$ cat config.mk
export PLATFORM = sky130hd
export DESIGN_NAME = uart_rx_fifo
export DESIGN_NICKNAME = d
export VERILOG_FILES = /design/src/rtl/uart_rx_fifo.sv
export SDC_FILE = /design/constraint.sdc
export NUM_CORES = 1
export LEC_CHECK = 0
export CAP_MARGIN = 20
export CORE_MARGIN = 8
export CORE_UTILIZATION = 30
export CTS_BUF_LIST = sky130_fd_sc_hd__clkbuf_8
export DETAILED_ROUTE_END_ITERATION = 7
export HOLD_SLACK_MARGIN = 0.12
export PLACE_DENSITY = 0.48
export SYNTH_ARGS = -nofsm -noshare
export SYNTH_HDL_FRONTEND = slang
export SYNTH_SLANG_ARGS = --single-unit
$ cat constraint.sdc
create_clock -name clk -period 3.2 [get_ports clk]
set_input_delay 0.64 -clock clk [delete_from_list [all_inputs] [get_ports clk]]
set_output_delay 0.64 -clock clk [all_outputs]
set_load 0.02 [all_outputs]
$ cat src/rtl/uart_rx_fifo.sv
// uart_rx_fifo
// 8N1 serial receiver with a show-ahead receive FIFO for the CPU UART read port.
// The line is double-flopped into rxs, and a four-state FSM samples each bit
// at its midpoint. Finished bytes go into a FIFO, and the head byte is shown
// on uart0_data.
//
// Optional feature: define UART_RX_FRAME_CHECK_EN to enable stop-bit checking.
//   - A low stop bit pulses frame_err and drops the byte.
//   - The receiver then waits for the line to go high before it accepts a new
//     start bit (break handling).
//   - Without the macro, the stop bit is ignored and frame_err is tied low.
//
// Read handshake (valid/ready style, CPU side):
//   - uart0_valid high means uart0_data holds the oldest unread byte.
//   - uart0_data stays stable until a pop occurs.
//   - A one-cycle uart0_rd pulse while uart0_valid is high consumes that byte
//     at the same clock edge.
//   - uart0_rd while uart0_valid is low is ignored.

module uart_rx_fifo #(
    parameter int CLKS_PER_BIT = 434,
    parameter int FIFO_DEPTH   = 16
) (
    input  logic       clk,
    input  logic       reset,
    input  logic       rx,
    input  logic       uart0_rd,
    output logic       uart0_valid,
    output logic [7:0] uart0_data,
    output logic       frame_err,
    output logic       overrun
);

    localparam int CW = $clog2(CLKS_PER_BIT);
    localparam int AW = $clog2(FIFO_DEPTH);

    localparam int HALF_I = CLKS_PER_BIT / 2 - 1;
    localparam int FULL_I = CLKS_PER_BIT - 1;

    localparam logic [CW-1:0] HALF_LOAD = HALF_I[CW-1:0];
    localparam logic [CW-1:0] FULL_LOAD = FULL_I[CW-1:0];
    localparam logic [CW-1:0] CNT_ZERO  = '0;
    localparam logic [CW-1:0] CNT_ONE   = {{(CW-1){1'b0}}, 1'b1};
    localparam logic [AW:0]   DEPTH_L   = FIFO_DEPTH[AW:0];

    typedef enum logic [1:0] {
        S_IDLE  = 2'd0,
        S_START = 2'd1,
        S_DATA  = 2'd2,
        S_STOP  = 2'd3
    } state_t;

    // ------------------------------------------------------------------
    // Input synchronizer
    // ------------------------------------------------------------------
    logic rx_meta;
    logic rxs;

    // Two-flop synchronizer. It resets to the idle (high) line level.
    always_ff @(posedge clk) begin
        if (reset) begin
            rx_meta <= 1'b1;
            rxs     <= 1'b1;
        end else begin
            rx_meta <= rx;
            rxs     <= rx_meta;
        end
    end

    // ------------------------------------------------------------------
    // Receive FSM
    // ------------------------------------------------------------------
    state_t         state_q;
    state_t         state_d;
    logic [CW-1:0]  cnt_q;
    logic [CW-1:0]  cnt_d;
    logic [7:0]     shift_q;
    logic [7:0]     shift_d;
    logic [2:0]     bit_q;
    logic [2:0]     bit_d;

    // decide marks the mid-stop-bit edge where the push/drop choice is made.
    logic           decide;

    // stop_good is the stop-bit verdict used by the push rule.
    logic           stop_good;

    // wait_high blocks start detection until the line has gone high again.
    logic           wait_high;

    // FSM state, bit-timing counter, shift register and bit index.
    always_ff @(posedge clk) begin
        if (reset) begin
            state_q <= S_IDLE;
            cnt_q   <= CNT_ZERO;
            shift_q <= 8'h00;
            bit_q   <= 3'd0;
        end else begin
            state_q <= state_d;
            cnt_q   <= cnt_d;
            shift_q <= shift_d;
            bit_q   <= bit_d;
        end
    end

    // Next-state logic. The counter reloads on every state entry.
    always_comb begin
        state_d = state_q;
        cnt_d   = cnt_q;
        shift_d = shift_q;
        bit_d   = bit_q;
        decide  = 1'b0;

        case (state_q)
            S_IDLE: begin
                // Falling edge seen: wait half a bit to land mid start bit.
                if (!rxs && !wait_high) begin
                    state_d = S_START;
                    cnt_d   = HALF_LOAD;
                end
            end

            S_START: begin
                if (cnt_q == CNT_ZERO) begin
                    if (!rxs) begin
                        state_d = S_DATA;
                        cnt_d   = FULL_LOAD;
                        bit_d   = 3'd0;
                    end else begin
                        // Line went high again before mid start bit: treat as a glitch.
                        state_d = S_IDLE;
                        cnt_d   = CNT_ZERO;
                    end
                end else begin
                    cnt_d = cnt_q - CNT_ONE;
                end
            end

            S_DATA: begin
                if (cnt_q == CNT_ZERO) begin
                    // LSB arrives first, so each new bit enters at the top.
                    shift_d = {rxs, shift_q[7:1]};
                    cnt_d   = FULL_LOAD;
                    bit_d   = bit_q + 3'd1;
                    if (bit_q == 3'd7) begin
                        state_d = S_STOP;
                    end
                end else begin
                    cnt_d = cnt_q - CNT_ONE;
                end
            end

            S_STOP: begin
                if (cnt_q == CNT_ZERO) begin
                    // Leave at mid stop bit so a back-to-back start edge is not missed.
                    decide  = 1'b1;
                    state_d = S_IDLE;
                    cnt_d   = CNT_ZERO;
                end else begin
                    cnt_d = cnt_q - CNT_ONE;
                end
            end

            default: begin
                state_d = S_IDLE;
                cnt_d   = CNT_ZERO;
            end
        endcase
    end

    // ------------------------------------------------------------------
    // Stop-bit handling
    // ------------------------------------------------------------------
`ifdef UART_RX_FRAME_CHECK_EN
    logic wait_high_q;
    logic frame_err_q;

    assign stop_good = rxs;
    assign wait_high = wait_high_q;
    assign frame_err = frame_err_q;

    // After a low stop bit, hold off start detection until the line is idle.
    always_ff @(posedge clk) begin
        if (reset) begin
            wait_high_q <= 1'b0;
        end else if (decide && !rxs) begin
            wait_high_q <= 1'b1;
        end else if (rxs) begin
            wait_high_q <= 1'b0;
        end
    end

    // One-cycle framing-error pulse, registered at the decision edge.
    always_ff @(posedge clk) begin
        if (reset) begin
            frame_err_q <= 1'b0;
        end else begin
            frame_err_q <= decide && !rxs;
        end
    end
`else
    assign stop_good = 1'b1;
    assign wait_high = 1'b0;
    assign frame_err = 1'b0;
`endif

    // ------------------------------------------------------------------
    // Receive FIFO
    // ------------------------------------------------------------------
    logic [7:0]  mem [FIFO_DEPTH];
    logic [AW:0] wr_ptr;
    logic [AW:0] rd_ptr;
    logic [AW:0] count;
    logic        fifo_full;
    logic        fifo_empty;
    logic        pop;
    logic        push_req;
    logic        push;
    logic        drop;
    logic        overrun_q;

    // The extra pointer MSB tells full from empty. Subtraction wraps naturally.
    assign count      = wr_ptr - rd_ptr;
    assign fifo_full  = (count == DEPTH_L);
    assign fifo_empty = (count == '0);

    // A pop on an empty FIFO is ignored. A push is allowed when full only if a
    // pop frees a slot in the same cycle.
    assign pop      = uart0_rd && !fifo_empty;
    assign push_req = decide && stop_good;
    assign push     = push_req && (!fifo_full || pop);
    assign drop     = push_req && fifo_full && !pop;

    // Pointer update. Push and pop may happen in the same cycle.
    always_ff @(posedge clk) begin
        if (reset) begin
            wr_ptr <= '0;
            rd_ptr <= '0;
        end else begin
            if (push) begin
                wr_ptr <= wr_ptr + 1'b1;
            end
            if (pop) begin
                rd_ptr <= rd_ptr + 1'b1;
            end
        end
    end

    // Storage write. Contents need no reset because outputs are masked when empty.
    always_ff @(posedge clk) begin
        if (push) begin
            mem[wr_ptr[AW-1:0]] <= shift_q;
        end
    end

    // One-cycle overrun pulse when a good byte is dropped.
    always_ff @(posedge clk) begin
        if (reset) begin
            overrun_q <= 1'b0;
        end else begin
            overrun_q <= drop;
        end
    end

    assign overrun     = overrun_q;
    assign uart0_valid = !fifo_empty;
    assign uart0_data  = uart0_valid ? mem[rd_ptr[AW-1:0]] : 8'h00;

endmodule

---- After elaboration in Yosys (flattened, before gate mapping) ----
Memory sizes are Yosys's and may differ from the RTL's. A register that Yosys moved wholly into a read port is not among the register bits.
Index checks and enable logic that the tools add are counted.
word-level totals
  bits in registers ....................... 35
  RAM bits ................................ 128
  bits of input ports ..................... 4
  output and inout port bits .............. 11
  word-level logic and storage cells ...... 65
  memories ................................ 1
operators by class
  add/subtract/negate cells ............... 5
  equal/unequal tests ..................... 11
  muxes and demuxes ....................... 24
  reduce and logical (&&, ||, !) cells .... 15
memory list
  name  depth  width  rd ports  clocked after Yosys merged registers in  wr ports  line  source
  mem   16     8      1         1                                        1         210   logic [7:0] mem [FIFO_DEPTH];
operators with widths
  kind                                                  count
  2-to-1 mux 9 bit                                      5
  one-hot mux 9 bit (4 select lines)                    1
  2-to-1 mux 2 bit                                      6
  != test 2 bit (second input constant)                 6
  adder 5 x 1 -> 5 bit (second input constant)          2
  zero test 9 bit                                       1
  2-to-1 mux 3 bit                                      3
  subtractor 9 x 1 -> 9 bit (second input constant)     1
  2-to-1 mux 4 bit                                      2
  2-to-1 mux 8 bit                                      1
  one-hot mux 2 bit (4 select lines)                    1
  one-hot mux 3 bit (2 select lines)                    1
  equality test 5 bit (second input constant)           1
  zero test 5 bit                                       1
  AND reduction 5 bit                                   1
  subtractor 5 bit                                      1
  equality test 2 bit (second input constant)           2
  logical AND 1 bit                                     4
  2-to-1 mux 1 bit                                      4
  AND reduction 4 bit                                   1
  adder 3 x 1 -> 3 bit (second input constant)          1
  equality test 3 bit (second input constant)           1
  zero test 1 bit                                       3
  equality test 2 x 1 -> 1 bit (second input constant)  1
  4 further kinds                                       4

---- Longest topological paths before layout ----
  depth after elaboration ................. 8
  gate-level depth with buffers ........... 9

---- Worst setup path after synthesis ----
No wires, ideal clock.
  kind .................................... reg-to-output
  start point ............................. register rd_ptr[1]
  end point ............................... output port uart0_valid
  arrival time ............................ 2.229 ns
  path slack .............................. 0.331 ns
  stages on the path, launching flop included .. 9
  buffers on the path ..................... 1
  path through ............................ dfxtp_1 inv_1 ha_1 or4b_1 nor3_1 o311ai_1 o21ba_2 clkbuf_1 inv_1
on the way
  word-level cells in the longest chain between the ends .. 3
ends and longest elaborated chain
  element                 line  source
  from (decl)             212   logic [AW:0] rd_ptr;
  from (signal assigned)  244   rd_ptr <= rd_ptr + 1'b1;
  subtractor 5 bit        223   assign count = wr_ptr - rd_ptr;
  zero test 5 bit         225   assign fifo_empty = (count == '0);
  zero test 1 bit         266   assign uart0_valid = !fifo_empty;
  to (decl)               28    output logic uart0_valid,
No other way between the ends.

---- Final worst setup path ----
  start point ............................. register rd_ptr[2]
  end point ............................... output port uart0_data[6]
on the way
  word-level cells in the longest chain between the ends .. 3
ends and longest elaborated chain
  element           line  source
  subtractor 5 bit  223
  zero test 5 bit   225
  2-to-1 mux 8 bit  267   assign uart0_data = uart0_valid ? mem[rd_ptr[AW-1:0]] : 8'h00;
  to (decl)         29    output logic [7:0] uart0_data,
No other way between the ends.

==> key figures <==
Run status
  • Outcome: finished, final reports clean

Power
  • Combinational power share: between 20% and 30%
  • Clock power share: 28.0%
  • Net Switching: 1.51 mW
  • Reg power frac: between 40 and 50%
  • Reported leakage power: 2.60 nW
  • Worst vdd ir: ~240 uV
  • PwrDens: 658 nW/um^2
  • Switch share: 28.5%
  • Int Pwr: 3.80 mW

Synthesis
  • Synth cell count leaders: 128 x edfxtp_1, 40 x mux4_2, 39 x dfxtp_1
  • Synth area leader: edfxtp_1
  • Post-Synthesis Net Count: between 400 and 500
  • Post-synth EDFFs: 128
  • Synthesized area: ~7000 um^2
  • Most used flip-flop cell after synthesis: edfxtp_1
  • Distinct cells, synth: 47
  • Synth top area share: 56.0%
  • Sequential element share of the synthesized area: 67.4%
  • Mapped Cells: 442
  • Most numerous cell in the Yosys netlist: edfxtp_1
  • Synth Register Bits: 167
  • Synthesis Warnings: 0
  • Mapped Avg Cell Area: 15.5 um^2
  • Top post-synthesis cells by area: edfxtp_1 56%, mux4_2 13%, dfxtp_1 11%
  • FFs w/ async S/R, synth: 0%

Die
  • Die X: around 170 um
  • Total core area: between 20000 and 25000 um^2
  • Rows: 55
  • Die area: 28000 um^2
  • Initial Util: 30.4%
  • Die Y: 167 um
  • Num ports: 15

Timing
  • Final WS setup: approximately 0.037 ns
  • Slew HR: 44.0%
  • Transition time at the pin with the least slew margin: 0.837 ns
  • Hold Violations, Final: 0
  • Slew Viols, Final: 0
  • Fmax: 316 MHz
  • # setup viols final: 0
  • Clk_skew: between 0.02 and 0.025 ns
  • Final Cycle Share: 98.8%
  • RSZ-0062 raised after global routing: yes
  • Final min period: about 3.2 ns

Finish
  • # nets final: 497
  • Non-Filler Instances: ~780
  • Antenna fix cells: 0
  • Area grow syn2layout: 17.6%
  • Fraction of layout cells with a size suffix above 1: 29.4%

Clocking
  • Cts hold-fix bufs: 0
  • Root buffer cell: clkbuf_8
  • TritonCTS clock tree: done
  • Clock Latency Late Sink: 0.45 ns
  • CTS Buf Count: 17
  • Max clock buf depth: 2
  • Clock-pin slew on the worst setup and hold paths: 0.08 ns
  • CTS sink cnt: 167
  • # H-tree levels: 4

Placed design
  • DP Wirelength: 9430 um
  • Place WS: -0.0929 ns
  • Placed Cells: 737
  • RD Place Congestion: slightly below 0.8
  • Port bufs: 13

Global routing
  • Initial antenna violation count: 0
  • Gr usage total: 10.8%
  • Grt ovf: 0
  • First-pass GRT wire length: 23000 um
  • Number of global-route vias before repair: approximately 3900
  • Largest net degree at the start of global routing: 33

Setup path
  • CP endpoint kind: output port
  • Worst-path fanout max: 4
  • CP Class: reg2out
  • CP Data Arrival Time: 2.52 ns
  • FF-to-FF setup slack: 0.16 ns
  • Worst setup SP type: register
  • Required @ worst endpoint: 2.56 ns

Detailed routing
  • Via count: around 3900
  • Starting DRT DRC Count: 226
  • Drt drc: 0
  • Post-route ant nets: 0
  • Total wire length: 14800 um
  • Drt via density: 4.95
  • Drt wl/cell: 19.0 um
  • DRT Pass-1 Iters: 4

Min path
  • Worst hold path class: reg2reg

Job
  • Max Cap Viol: 0
==> critical path, stage by stage, from the launching register on <==
cell,delay (ns)
dfxtp_2,0.33
inv_1,0.07
ha_4,0.27
or4b_4,0.46
nor3_4,0.17
o311ai_4,0.14
o21ba_4,0.32
buf_12,0.14
nor2b_1,0.04
buf_4,0.15
==> power groups by stage <==
stage	clock network (mW)	registers, mW	logic, mW
2_1_floorplan	0	2.39	0.712
3_3_place_gp	0	2.42	1.09
3_5_place_dp	0	2.42	1.11
4_1_cts	1.52	2.37	1.33
5_1_grt	1.62	2.38	1.54
6_report	1.49	2.37	1.45
==> cell usage in the layout, fill, tap and decap left out, types with 8 or more instances in the layout <==
cell,n
dfxtp_1,33
a21oi_1,31
o21ai_0,13
inv_1,12
nor3_1,9
or3_1,8
nor2_1,25
clkbuf_8,17
buf_4,23
ha_1,9
nand2_1,30
edfxtp_1,128
mux4_2,40
==> flip-flops by register name, indices dropped and copies added, names as in the netlist, named ones only <==
name     flops
rd_ptr       5
shift_q      8
cnt_q        9
wr_ptr       5
bit_q        3
mem        128
overrun      1
state_q      1
rx_meta      1
rxs          1
==> metrics by stage <==
stage	hold slack [ns]	total power, mW	utilization, %	cell area [um^2]	setup TNS, ns
2_1_floorplan	0.389	3.10	-	6860	0
3_3_place_gp	0.394	3.51	33.0	7450	-0.0420
3_5_place_dp	0.400	3.53	33.0	7450	-0.438
4_1_cts	0.421	5.23	35.3	7970	-0.0167
5_1_grt	0.432	5.54	35.8	8070	-1.37
6_report	0.421	5.31	35.8	8070	0
==> cell families (layout without fill, tap and decap cells) <==
group	count (synthesis)	after routing	share of synthesized area, %
flip-flops	167	167	67.4
adder cells (fa/ha/maj)	13	13	2.37
XOR/XNOR	4	4	0.510
other	1	1	0.0546
AO/OA/AOI/OAI	62	63	5.45
multiplexers	42	42	13.5
buffers and inverters	36	86	2.08
AND/OR/NAND/NOR	117	117	8.71
==> path summary, 6_finish.rpt <==
check                          from                   end  cells past startpoint
max          rd_ptr[2]$_SDFFE_PP0N_         uart0_data[6]                      9
min              rx_meta$_SDFF_PP1_        rxs$_SDFF_PP1_                      1
max reg2reg   cnt_q[0]$_SDFFE_PP0P_  mem[12][6]$_DFFE_PP_                      8
min reg2reg      rx_meta$_SDFF_PP1_        rxs$_SDFF_PP1_                      1
==> cell type report <==
type                            count  area (um^2)
Clock buffer                       17          234
Clock inverter                     15          154
Fill cell                        2178        14500
Inverter                           12         45.0
Multi-Input combinational cell    240         2240
Sequential cell                   167         4630
Tap cell                          285          357
Timing Repair Buffer               42          407
==> per-layer routing <==
metal / vias up / track usage [%] / routed length, um
met1: 1990 / 14.3 / 6790
met4: 0 / 3.57 / 179
met5: - / 0 / 0
li1: 1780 / - / -
met3: 12 / 2.59 / 584
met2: 70 / 17.3 / 7240
==> timing repair <==
item | CTS | global route
gates cloned | 1 | 0
endpoints found under the setup margin | 9 | 73
setup buffers | 5 | 3
pin swaps | 3 | 4
gates resized for setup | 57 | 25
Note: power is estimated with default switching activity, not from simulation.
